## config.mk

```make
export PLATFORM = sky130hd
export DESIGN_NAME = mem_access_unit_flat
export DESIGN_NICKNAME = d
export VERILOG_FILES = /design/src/rtl/mem_access_unit_if.sv /design/src/rtl/mem_access_unit.sv /design/src/flat_wrapper.sv
export SDC_FILE = /design/constraint.sdc
export NUM_CORES = 1
export LEC_CHECK = 0
export BUFFER_PORTS_ARGS = -buffer_cell sky130_fd_sc_hd__buf_2
export CORE_ASPECT_RATIO = 0.7
export CORE_UTILIZATION = 50
export CTS_CLUSTER_SIZE = 16
export DETAILED_ROUTE_END_ITERATION = 16
export PLACE_DENSITY = 0.81
export SYNTH_ARGS = -nofsm -noshare
export SYNTH_HDL_FRONTEND = slang
export SYNTH_SLANG_ARGS = --single-unit
```

## constraint.sdc

```tcl
create_clock -name clock -period 2.4 [get_ports clock]
set_clock_uncertainty 0.15 [all_clocks]
set_input_delay 0.36 -clock clock [delete_from_list [all_inputs] [get_ports clock]]
set_output_delay 0.36 -clock clock [all_outputs]
set_load 0.05 [all_outputs]
```

## src/rtl/mem_access_unit_if.sv

```systemverilog
// mem_access_unit_if: request bundle from EX/MEM plus the data-memory port.
// master = pipeline/memory side, slave = mem_access_unit.
// Request signals: req_load, req_store, size, unsigned_load, addr, store_data.
// Memory signals: mem_address, mem_in_data, mem_write, mem_read, mem_out_data.
// Status signals: load_data, done, error, busy.
interface mem_access_unit_if #(
    parameter int ADDR_BITS = 11
);
    logic                 req_load;
    logic                 req_store;
    logic [1:0]           size;
    logic                 unsigned_load;
    logic [31:0]          addr;
    logic [31:0]          store_data;
    logic [31:0]          mem_out_data;
    logic [ADDR_BITS-1:0] mem_address;
    logic [31:0]          mem_in_data;
    logic                 mem_write;
    logic                 mem_read;
    logic [31:0]          load_data;
    logic                 done;
    logic                 error;
    logic                 busy;

    modport master (
        output req_load, req_store, size, unsigned_load,
        output addr, store_data, mem_out_data,
        input  mem_address, mem_in_data, mem_write, mem_read,
        input  load_data, done, error, busy
    );

    modport slave (
        input  req_load, req_store, size, unsigned_load,
        input  addr, store_data, mem_out_data,
        output mem_address, mem_in_data, mem_write, mem_read,
        output load_data, done, error, busy
    );
endinterface

```

## src/rtl/mem_access_unit.sv

```systemverilog
// mem_access_unit: byte/half/word load-store controller for a word memory.
// Ports: clock, reset (async active-low), bus (mem_access_unit_if.slave).
// Sub-word stores use read-modify-write; sub-word loads are sign/zero
// extended. busy is high while an access is in flight.
module mem_access_unit #(
    parameter int ADDR_BITS = 11
) (
    input  logic             clock,
    input  logic             reset,
    mem_access_unit_if.slave bus
);

    localparam logic [1:0] S_IDLE      = 2'd0;
    localparam logic [1:0] S_ACCESS    = 2'd1;
    localparam logic [1:0] S_RMW_READ  = 2'd2;
    localparam logic [1:0] S_RMW_WRITE = 2'd3;

    logic [1:0]           r_state;
    logic [ADDR_BITS-1:0] r_mem_address;
    logic [31:0]          r_mem_in_data;
    logic [31:0]          r_load_data;
    logic                 r_done;
    logic                 r_error;
    logic [1:0]           r_addr_lo;
    logic [1:0]           r_size;
    logic                 r_unsigned;
    logic                 r_is_store;
    logic [15:0]          r_store_data;

    logic                 w_req;
    logic                 w_bad;
    logic                 w_word_st;
    logic [7:0]           w_lane_b;
    logic [15:0]          w_lane_h;
    logic [31:0]          w_load_ext;
    logic [31:0]          w_merged;
    logic                 w_unused;

    // Address bits above the memory range are ignored (wrap).
    assign w_unused = ^bus.addr[31:ADDR_BITS+2];

    assign w_req = bus.req_load | bus.req_store;

    assign w_bad = (bus.req_load & bus.req_store)
                 | (bus.size == 2'b11)
                 | ((bus.size == 2'b01) & bus.addr[0])
                 | ((bus.size == 2'b10) & (bus.addr[1:0] != 2'b00));

    assign w_word_st = bus.req_store & (bus.size == 2'b10);

    always_comb begin
        w_lane_b = bus.mem_out_data[7:0];
        case (r_addr_lo)
            2'd1:    w_lane_b = bus.mem_out_data[15:8];
            2'd2:    w_lane_b = bus.mem_out_data[23:16];
            2'd3:    w_lane_b = bus.mem_out_data[31:24];
            default: w_lane_b = bus.mem_out_data[7:0];
        endcase
        w_lane_h = r_addr_lo[1] ? bus.mem_out_data[31:16]
                                : bus.mem_out_data[15:0];
    end

    always_comb begin
        w_load_ext = bus.mem_out_data;
        case (r_size)
            2'b00: w_load_ext = {{24{~r_unsigned & w_lane_b[7]}}, w_lane_b};
            2'b01: w_load_ext = {{16{~r_unsigned & w_lane_h[15]}}, w_lane_h};
            default: w_load_ext = bus.mem_out_data;
        endcase
    end

    // Only byte and halfword stores reach the RMW path.
    always_comb begin
        w_merged = bus.mem_out_data;
        if (r_size == 2'b00) begin
            case (r_addr_lo)
                2'd0: w_merged[7:0]   = r_store_data[7:0];
                2'd1: w_merged[15:8]  = r_store_data[7:0];
                2'd2: w_merged[23:16] = r_store_data[7:0];
                2'd3: w_merged[31:24] = r_store_data[7:0];
                default: w_merged = bus.mem_out_data;
            endcase
        end else if (r_addr_lo[1]) begin
            w_merged[31:16] = r_store_data;
        end else begin
            w_merged[15:0] = r_store_data;
        end
    end

    always_ff @(posedge clock or negedge reset) begin
        if (!reset) begin
            r_state       <= S_IDLE;
            r_mem_address <= '0;
            r_mem_in_data <= '0;
            r_load_data   <= '0;
            r_done        <= 1'b0;
            r_error       <= 1'b0;
            r_addr_lo     <= 2'b00;
            r_size        <= 2'b00;
            r_unsigned    <= 1'b0;
            r_is_store    <= 1'b0;
            r_store_data  <= '0;
        end else begin
            r_done  <= 1'b0;
            r_error <= 1'b0;
            case (r_state)
                S_IDLE: begin
                    if (w_req) begin
                        if (w_bad) begin
                            r_error <= 1'b1;
                        end else begin
                            r_mem_address <= bus.addr[ADDR_BITS+1:2];
                            r_addr_lo     <= bus.addr[1:0];
                            r_size        <= bus.size;
                            r_unsigned    <= bus.unsigned_load;
                            r_is_store    <= bus.req_store;
                            r_store_data  <= bus.store_data[15:0];
                            if (w_word_st) begin
                                r_mem_in_data <= bus.store_data;
                                r_state       <= S_ACCESS;
                            end else if (bus.req_store) begin
                                r_state <= S_RMW_READ;
                            end else begin
                                r_state <= S_ACCESS;
                            end
                        end
                    end
                end
                S_ACCESS: begin
                    if (!r_is_store) begin
                        r_load_data <= w_load_ext;
                    end
                    r_done  <= 1'b1;
                    r_state <= S_IDLE;
                end
                S_RMW_READ: begin
                    r_mem_in_data <= w_merged;
                    r_state       <= S_RMW_WRITE;
                end
                S_RMW_WRITE: begin
                    r_done  <= 1'b1;
                    r_state <= S_IDLE;
                end
                default: r_state <= S_IDLE;
            endcase
        end
    end

    // Strobes decode straight from state so reset kills them at once.
    assign bus.mem_read  = ((r_state == S_ACCESS) & ~r_is_store)
                         | (r_state == S_RMW_READ);
    assign bus.mem_write = ((r_state == S_ACCESS) & r_is_store)
                         | (r_state == S_RMW_WRITE);
    assign bus.busy        = (r_state != S_IDLE);
    assign bus.mem_address = r_mem_address;
    assign bus.mem_in_data = r_mem_in_data;
    assign bus.load_data   = r_load_data;
    assign bus.done        = r_done;
    assign bus.error       = r_error;

endmodule

```

## src/flat_wrapper.sv

```systemverilog
// flat-port wrapper written by rule: the top's interface ports become plain ports
module mem_access_unit_flat 
#(
    parameter int ADDR_BITS = 11
)
  (clock, reset, bus_req_load, bus_req_store, bus_size, bus_unsigned_load, bus_addr, bus_store_data, bus_mem_out_data, bus_mem_address, bus_mem_in_data, bus_mem_write, bus_mem_read, bus_load_data, bus_done, bus_error, bus_busy);
  mem_access_unit_if #(.ADDR_BITS(ADDR_BITS)) bus_i ();
  input  logic clock;
  input  logic reset;
  input wire logic [$bits(bus_i.req_load)-1:0] bus_req_load;
  input wire logic [$bits(bus_i.req_store)-1:0] bus_req_store;
  input wire logic [$bits(bus_i.size)-1:0] bus_size;
  input wire logic [$bits(bus_i.unsigned_load)-1:0] bus_unsigned_load;
  input wire logic [$bits(bus_i.addr)-1:0] bus_addr;
  input wire logic [$bits(bus_i.store_data)-1:0] bus_store_data;
  input wire logic [$bits(bus_i.mem_out_data)-1:0] bus_mem_out_data;
  output wire logic [$bits(bus_i.mem_address)-1:0] bus_mem_address;
  output wire logic [$bits(bus_i.mem_in_data)-1:0] bus_mem_in_data;
  output wire logic [$bits(bus_i.mem_write)-1:0] bus_mem_write;
  output wire logic [$bits(bus_i.mem_read)-1:0] bus_mem_read;
  output wire logic [$bits(bus_i.load_data)-1:0] bus_load_data;
  output wire logic [$bits(bus_i.done)-1:0] bus_done;
  output wire logic [$bits(bus_i.error)-1:0] bus_error;
  output wire logic [$bits(bus_i.busy)-1:0] bus_busy;
  assign bus_i.req_load = bus_req_load;
  assign bus_i.req_store = bus_req_store;
  assign bus_i.size = bus_size;
  assign bus_i.unsigned_load = bus_unsigned_load;
  assign bus_i.addr = bus_addr;
  assign bus_i.store_data = bus_store_data;
  assign bus_i.mem_out_data = bus_mem_out_data;
  assign bus_mem_address = bus_i.mem_address;
  assign bus_mem_in_data = bus_i.mem_in_data;
  assign bus_mem_write = bus_i.mem_write;
  assign bus_mem_read = bus_i.mem_read;
  assign bus_load_data = bus_i.load_data;
  assign bus_done = bus_i.done;
  assign bus_error = bus_i.error;
  assign bus_busy = bus_i.busy;
  mem_access_unit #(.ADDR_BITS(ADDR_BITS)) u_core (.clock(clock), .reset(reset), .bus(bus_i));
endmodule
```

==> impl_results.md, run 1 <==
- Setup tns final: 0 ns
- 1st-iter DRT viols: 233
- CTS H-Tree Depth: 3
- Synth Area per Inst: 11.8 um2
- Critical path origin: u_core.r_state[1]$_DFFE_PN0P_
- Aggregate global-route resource usage: about 28%
- Final worst slack: 0.266 ns
- DIE AREA: between 10000 and 15000 um2
- Initial antenna violation count: 2
- Reg clk slew, reported paths: 0.06 ns
- Fraction of layout cells with a size suffix above 1: 40.1%
- Clock root cell: clkbuf_16
- Buffers added on ports: 163
- Ranking of synthesized cells by area: dfrtp_1 (49%), mux2i_1 (13%), mux2_4 (8.8%), nand3_1 (3.7%), a21oi_1 (2.8%)
- Vias in the first global route: 4146
- Critical R2R Capture: u_core.bus.mem_in_data[30]$_DFFE_PN0P_
- Pwr Density: 1710 nW/um2
- Rel. slew slack: a little over 50%
- WP data arrival: 1.62 ns
- Post-synthesis register bit count: 101
- Final Hold Fails: 0
- Flop-to-flop setup slack: 0.35 ns
- Crit start category: flop
- TritonCTS clock tree: built
- Vias per Instance: 5.78
- DRT Pass-1 Iters: 5
- Worst slew pin tran: ~0.72 ns
- Power after layout: between 10 and 15 mW
- Final ANT Viol Nets: 0
- Fin cells: ~730
- Critical path destination: bus_mem_read
- Residual DRC: 0
- Worst hold path class: in -> reg
- Predominant post-synthesis flop cell: dfrtp_1
- Num CTS Buffers: 9
- Ys async rst share: 100%
- CP Capture Type: output pin
- Final worst-path cycle share: 88.9%
- Most frequent cell after synthesis: dfrtp_1
- Worst EP required: 1.89 ns
- Clk buf depth: 2
- Final core utilization: 64.7%
- Status: complete, no violations
- Final HPWL from detailed placement: 10700 um
- Max Cap Violations: 0
- Post-CTS Resized: 0
- Area after DPL: ~6100 um2
- Inserted Diodes: 0
- Synth top area share: ~49%
- Crit Path Class: reg -> out
- # rows: 30
- Fin Hold WS: 0.0904 ns
- Register area share after synthesis: 49.2%
- Setup slack after placement: 0.272 ns
- Number of synthesized flops with an enable pin: 0
- NumNets Final: 696
- Count of final max-slew check failures: 0
- Area Growth Syn to Fin: 23.9%
- Total congestion overflow: 0
- CP max FO: 5
- Maximum clock frequency: roughly 470 MHz
- Placed Cells: 709
- Initial Utilization: 52.2%
- Worst VDD drop: 1.01 mV
- GPL Wtd Cong: 0.908
- Routed len/inst: 19.7 um
- Syn Inst Count: 436
- Setup violators final: 0
- Core area: 9830 um2
- Syn_nets: around 540
- Netlist cell types: 42
- Die H: 86.8 um
- Drt total wl: 14300 um
- Worst R2R Start: u_core.r_size[0]$_DFFE_PN0P_
- Ys Warns: 0
- Min Clock Period, post-route: ~2.1 ns
- Static leakage: 3.47 nW
- Ports: 183
- Via Count: approximately 4200
- Mapped Area: 5130 um2
- Final instance area: between 6000 and 7000 um2
- Reg2Reg Depth: 4
- Clock Sinks: ~100
- First-pass GRT wire length: 22200 um
- RSZ-0062 raised after global routing: false
- Die X-Extent: 123 um
- Worst-skew pair later-pin latency: 0.35 ns
- Yosys top cell by area: dfrtp_1
- Commonest cells in the netlist: dfrtp_1 (101), mux2i_1 (69), nand3_1 (38)
- Largest net degree at the start of global routing: 47
logic make-up (layout without fill, tap and decap cells):
| group | after synthesis | count (layout) | synth area share [%] |
|---|---|---|---|
| compound gates | 90 | 90 | 13.2 |
| simple gates | 98 | 98 | 9.46 |
| buf+inv | 38 | 200 | 3.73 |
| fa+ha+maj | 1 | 1 | 0.195 |
| flops | 101 | 101 | 49.2 |
| xor+xnor | 1 | 1 | 0.171 |
| mux | 107 | 107 | 24.0 |
cell type report:
class | instances | area [um2]
fill | 804 | 3480
multi-input combinational | 297 | 2420
tap | 128 | 160
inverter | 4 | 15.0
sequential | 101 | 2530
timing repair buffer | 180 | 961
clock buffer | 12 | 246
clock inverter | 4 | 23.8
power by group:
group          leakage, nW  internal [mW]  total (mW)  switching, mW
clock network        0.136          0.729        1.36          0.626
logic                 2.13           2.06        6.39           4.33
registers             1.20           2.56        3.13          0.574
total                 3.47           5.35        10.9           5.53
critical path, cell delays in order, from the launching register on:
cell,delay [ns]
dfrtp_1,0.43
nor2_1,0.19
nand2_1,0.17
nand2_1,0.19
buf_2,0.30
how the worst min path moves through the flow:
stage           startpoint                                     to  slack [ns]  cells after the start
3_5_place_dp         reset  u_core.bus.mem_address[9]$_DFFE_PN0P_        0.26                      1
3_3_place_gp         reset  u_core.bus.mem_address[8]$_DFFE_PN0P_        0.25                      1
6_report       bus_addr[4]  u_core.bus.mem_address[2]$_DFFE_PN0P_        0.09                      2
4_1_cts        bus_addr[4]  u_core.bus.mem_address[2]$_DFFE_PN0P_        0.08                      2
2_1_floorplan        reset              u_core.bus.done$_DFF_PN0_       -0.09                      0
5_1_grt        bus_addr[4]  u_core.bus.mem_address[2]$_DFFE_PN0P_        0.07                      2
cells in the final DEF (no fill, tap or decap), types with 4 or more instances in the layout:
cell type / count
nor2_1: 10
mux2_4: 30
nand2b_1: 4
nand3_1: 37
nand2_1: 24
buf_4: 16
nor2b_1: 5
mux2i_1: 69
clkbuf_16: 9
dfrtp_1: 101
a22o_1: 16
buf_2: 162
o22a_1: 9
inv_1: 4
a221oi_1: 16
o211ai_1: 5
a21oi_1: 29
mux2_2: 8
and3_1: 5
registers in the layout, summed over array words and instances (netlist names):
signal,cells
u_core.bus.load_data,32
u_core.bus.mem_in_data,32
u_core.r_store_data,16
u_core.bus.mem_address,11
u_core.r_addr_lo,2
u_core.r_size,2
u_core.r_state,2
u_core.bus.done,1
u_core.bus.error,1
u_core.r_is_store,1
u_core.r_unsigned,1
metal layers:
layer  share of wire, %  track usage, %  routed length (um)
met1                 45            38.6                6370
met2                 47            43.8                6700
met3                7.9            7.43                1130
met4               0.66            7.01                  94
met5              0.091               0                  13
repair_timing:
item	CTS	global route
hold buffers	1	0
buffers inserted	0	0
endpoints found under the hold margin	43	0
Note: power is estimated with default switching activity, not from simulation.
==> run 2, diff against run 1 <==
--- a/config.mk
+++ b/config.mk
@@ -7,10 +7,10 @@
 export LEC_CHECK = 0
 export BUFFER_PORTS_ARGS = -buffer_cell sky130_fd_sc_hd__buf_2
 export CORE_ASPECT_RATIO = 0.7
-export CORE_UTILIZATION = 50
+export CORE_UTILIZATION = 25
 export CTS_CLUSTER_SIZE = 16
 export DETAILED_ROUTE_END_ITERATION = 16
-export PLACE_DENSITY = 0.81
+export PLACE_DENSITY = 0.47
 export SYNTH_ARGS = -nofsm -noshare
 export SYNTH_HDL_FRONTEND = slang
 export SYNTH_SLANG_ARGS = --single-unit
==> impl_results.md, run 2 (synthesized netlist as in run 1, its figures left out) <==
- Buffers added on ports: between 150 and 200
- Critical-path cell list: nor2_1, nand2_1, nand2_1, buf_2
- RSZ-0062 raised after global routing: false
- Setup violators final: 0
- Final ANT Viol Nets: 0
- Final worst-path cycle share: 89.6%
- NumNets Final: 700
- Hold_sp: bus_addr[3]
- WP data arrival: about 1.6 ns
- DRT Pass-1 Iters: 4
- Maximum clock frequency: 465 MHz
- Max Cap Violations: 0
- CTS H-Tree Depth: 3
- Final worst slack: around 0.25 ns
- Total congestion overflow: 0
- Num CTS Buffers: 9
- Initial Utilization: 25.7%
- Count of final max-slew check failures: 0
- 1st-iter DRT viols: 193
- Worst VDD drop: 0.712 mV
- Drt total wl: 16800 um
- DIE AREA: 21100 um2
- Reg clk slew, reported paths: around 0.070 ns
- Static leakage: around 3.5 nW
- Most frequent cells in the layout: buf_2 (162), dfrtp_1 (101), mux2i_1 (69), nand3_1 (37), mux2_4 (30)
- Rel. slew slack: 49.9%
- Commonest non-fill, non-tap cell in the layout: buf_2
- Final HPWL from detailed placement: 12900 um
- Vias in the first global route: 4230
- Critical path origin: u_core.r_state[1]$_DFFE_PN0P_
- Clock Sinks: 101
- Setup tns final: 0 ns
- Via Count: approximately 4100
- Worst Path Buf+Inv: 1
- Post-CTS Setup Repair Bufs: 0
- Setup slack after placement: 0.372 ns
- Status: complete, no violations
- Ports: 183
- Residual DRC: 0
- Final Hold Fails: 0
- Aggregate global-route resource usage: 16.4%
- Core area: 20000 um2
- Clock root cell: clkbuf_16
- First-pass GRT wire length: 25900 um
- Worst R2R Start: u_core.r_addr_lo[0]$_DFFE_PN0P_
- # rows: 43
- TritonCTS clock tree: built
- Vias per Instance: 4.72
- Initial antenna violation count: 2
- Pwr Density: ~1700 nW/um2
- Die X-Extent: 173 um
- Worst EP required: about 1.9 ns
- CP peak stage delay: 0.43 ns
- Area Growth Syn to Fin: 30.0%
- CP max FO: 5
- CP Capture Type: output pin
- CP delay by family, top: simple AND/OR/NAND/NOR gates
- Worst path most repeated cell: nand2_1
- GPL Wtd Cong: 0.826
- Crit start category: flop
- Crit Path Class: reg -> out
- Worst slew pin tran: ~0.75 ns
- Worst-skew pair later-pin latency: 0.35 ns
- Slowest CP cell: dfrtp_1
- Worst hold path class: in -> reg
- Post-CTS Resized: 0
- Routed len/inst: 19.3 um
- Fraction of layout cells with a size suffix above 1: 40.7%
- Clk buf depth: 2
- Min Clock Period, post-route: between 2 and 2.5 ns
- Largest net degree at the start of global routing: 40
- Die H: 122 um
-- run 2: cell types whose count changed in the layout (fill, tap and decap cells not counted), sizes merged --
cell,before,now
clkinv,4,0
buf,179,183
bufinv,0,3
diode,0,2
clkbuf,12,13
-- run 2: area by class of cell --
class | instances | area, um2
tap | 270 | 338
multi-input combinational | 297 | 2420
clock inverter | 3 | 90.1
clock buffer | 13 | 270
fill | 2081 | 13300
sequential | 101 | 2530
antenna | 2 | 5.00
timing repair buffer | 184 | 1000
inverter | 4 | 15.0
-- run 2: repair_timing --
item	in CTS	in global routing
hold buffers	1	0
endpoints found under the setup margin	0	0
endpoints found under the hold margin	25	0
-- run 2: path summary, 6_finish.rpt --
kind	to	slack, ns	cells after the start
max in group asynchronous	u_core.bus.load_data[17]$_DFFE_PN0P_	1.19	3
setup reg to reg	u_core.bus.mem_in_data[17]$_DFFE_PN0P_	0.34	4
setup / recovery	bus_mem_read	0.25	4
hold / removal	u_core.bus.mem_address[1]$_DFFE_PN0P_	0.09	2
min in group asynchronous	u_core.r_store_data[13]$_DFFE_PN0P_	0.32	2
hold reg to reg	u_core.bus.load_data[31]$_DFFE_PN0P_	0.35	2
-- run 2: report_power, final --
group          internal (mW)  switching (mW)  total [mW]
Clock                   1.11           0.644        1.75
Sequential              2.56           0.591        3.15
Combinational           2.11            4.42        6.53
-- run 2: metal layers --
metal	GRT usage, %	part of all wire [%]
met1	23.6	48
met2	24.6	43
met3	4.46	7.8
met4	3.43	1.0
met5	0	0
-- run 2: through the flow --
step	power [mW]	std cells	area, um2	utilization, %	hold slack, ns
finish	11.4	874	6670	33.4	0.0868
CTS	11.5	872	6670	33.4	0.0730
global placement	9.66	855	6300	31.6	0.155
floorplan	8.00	436	5130	-	-0.0856
detailed placement	9.74	855	6300	31.6	0.158
global route	12.1	872	6670	33.4	0.0712
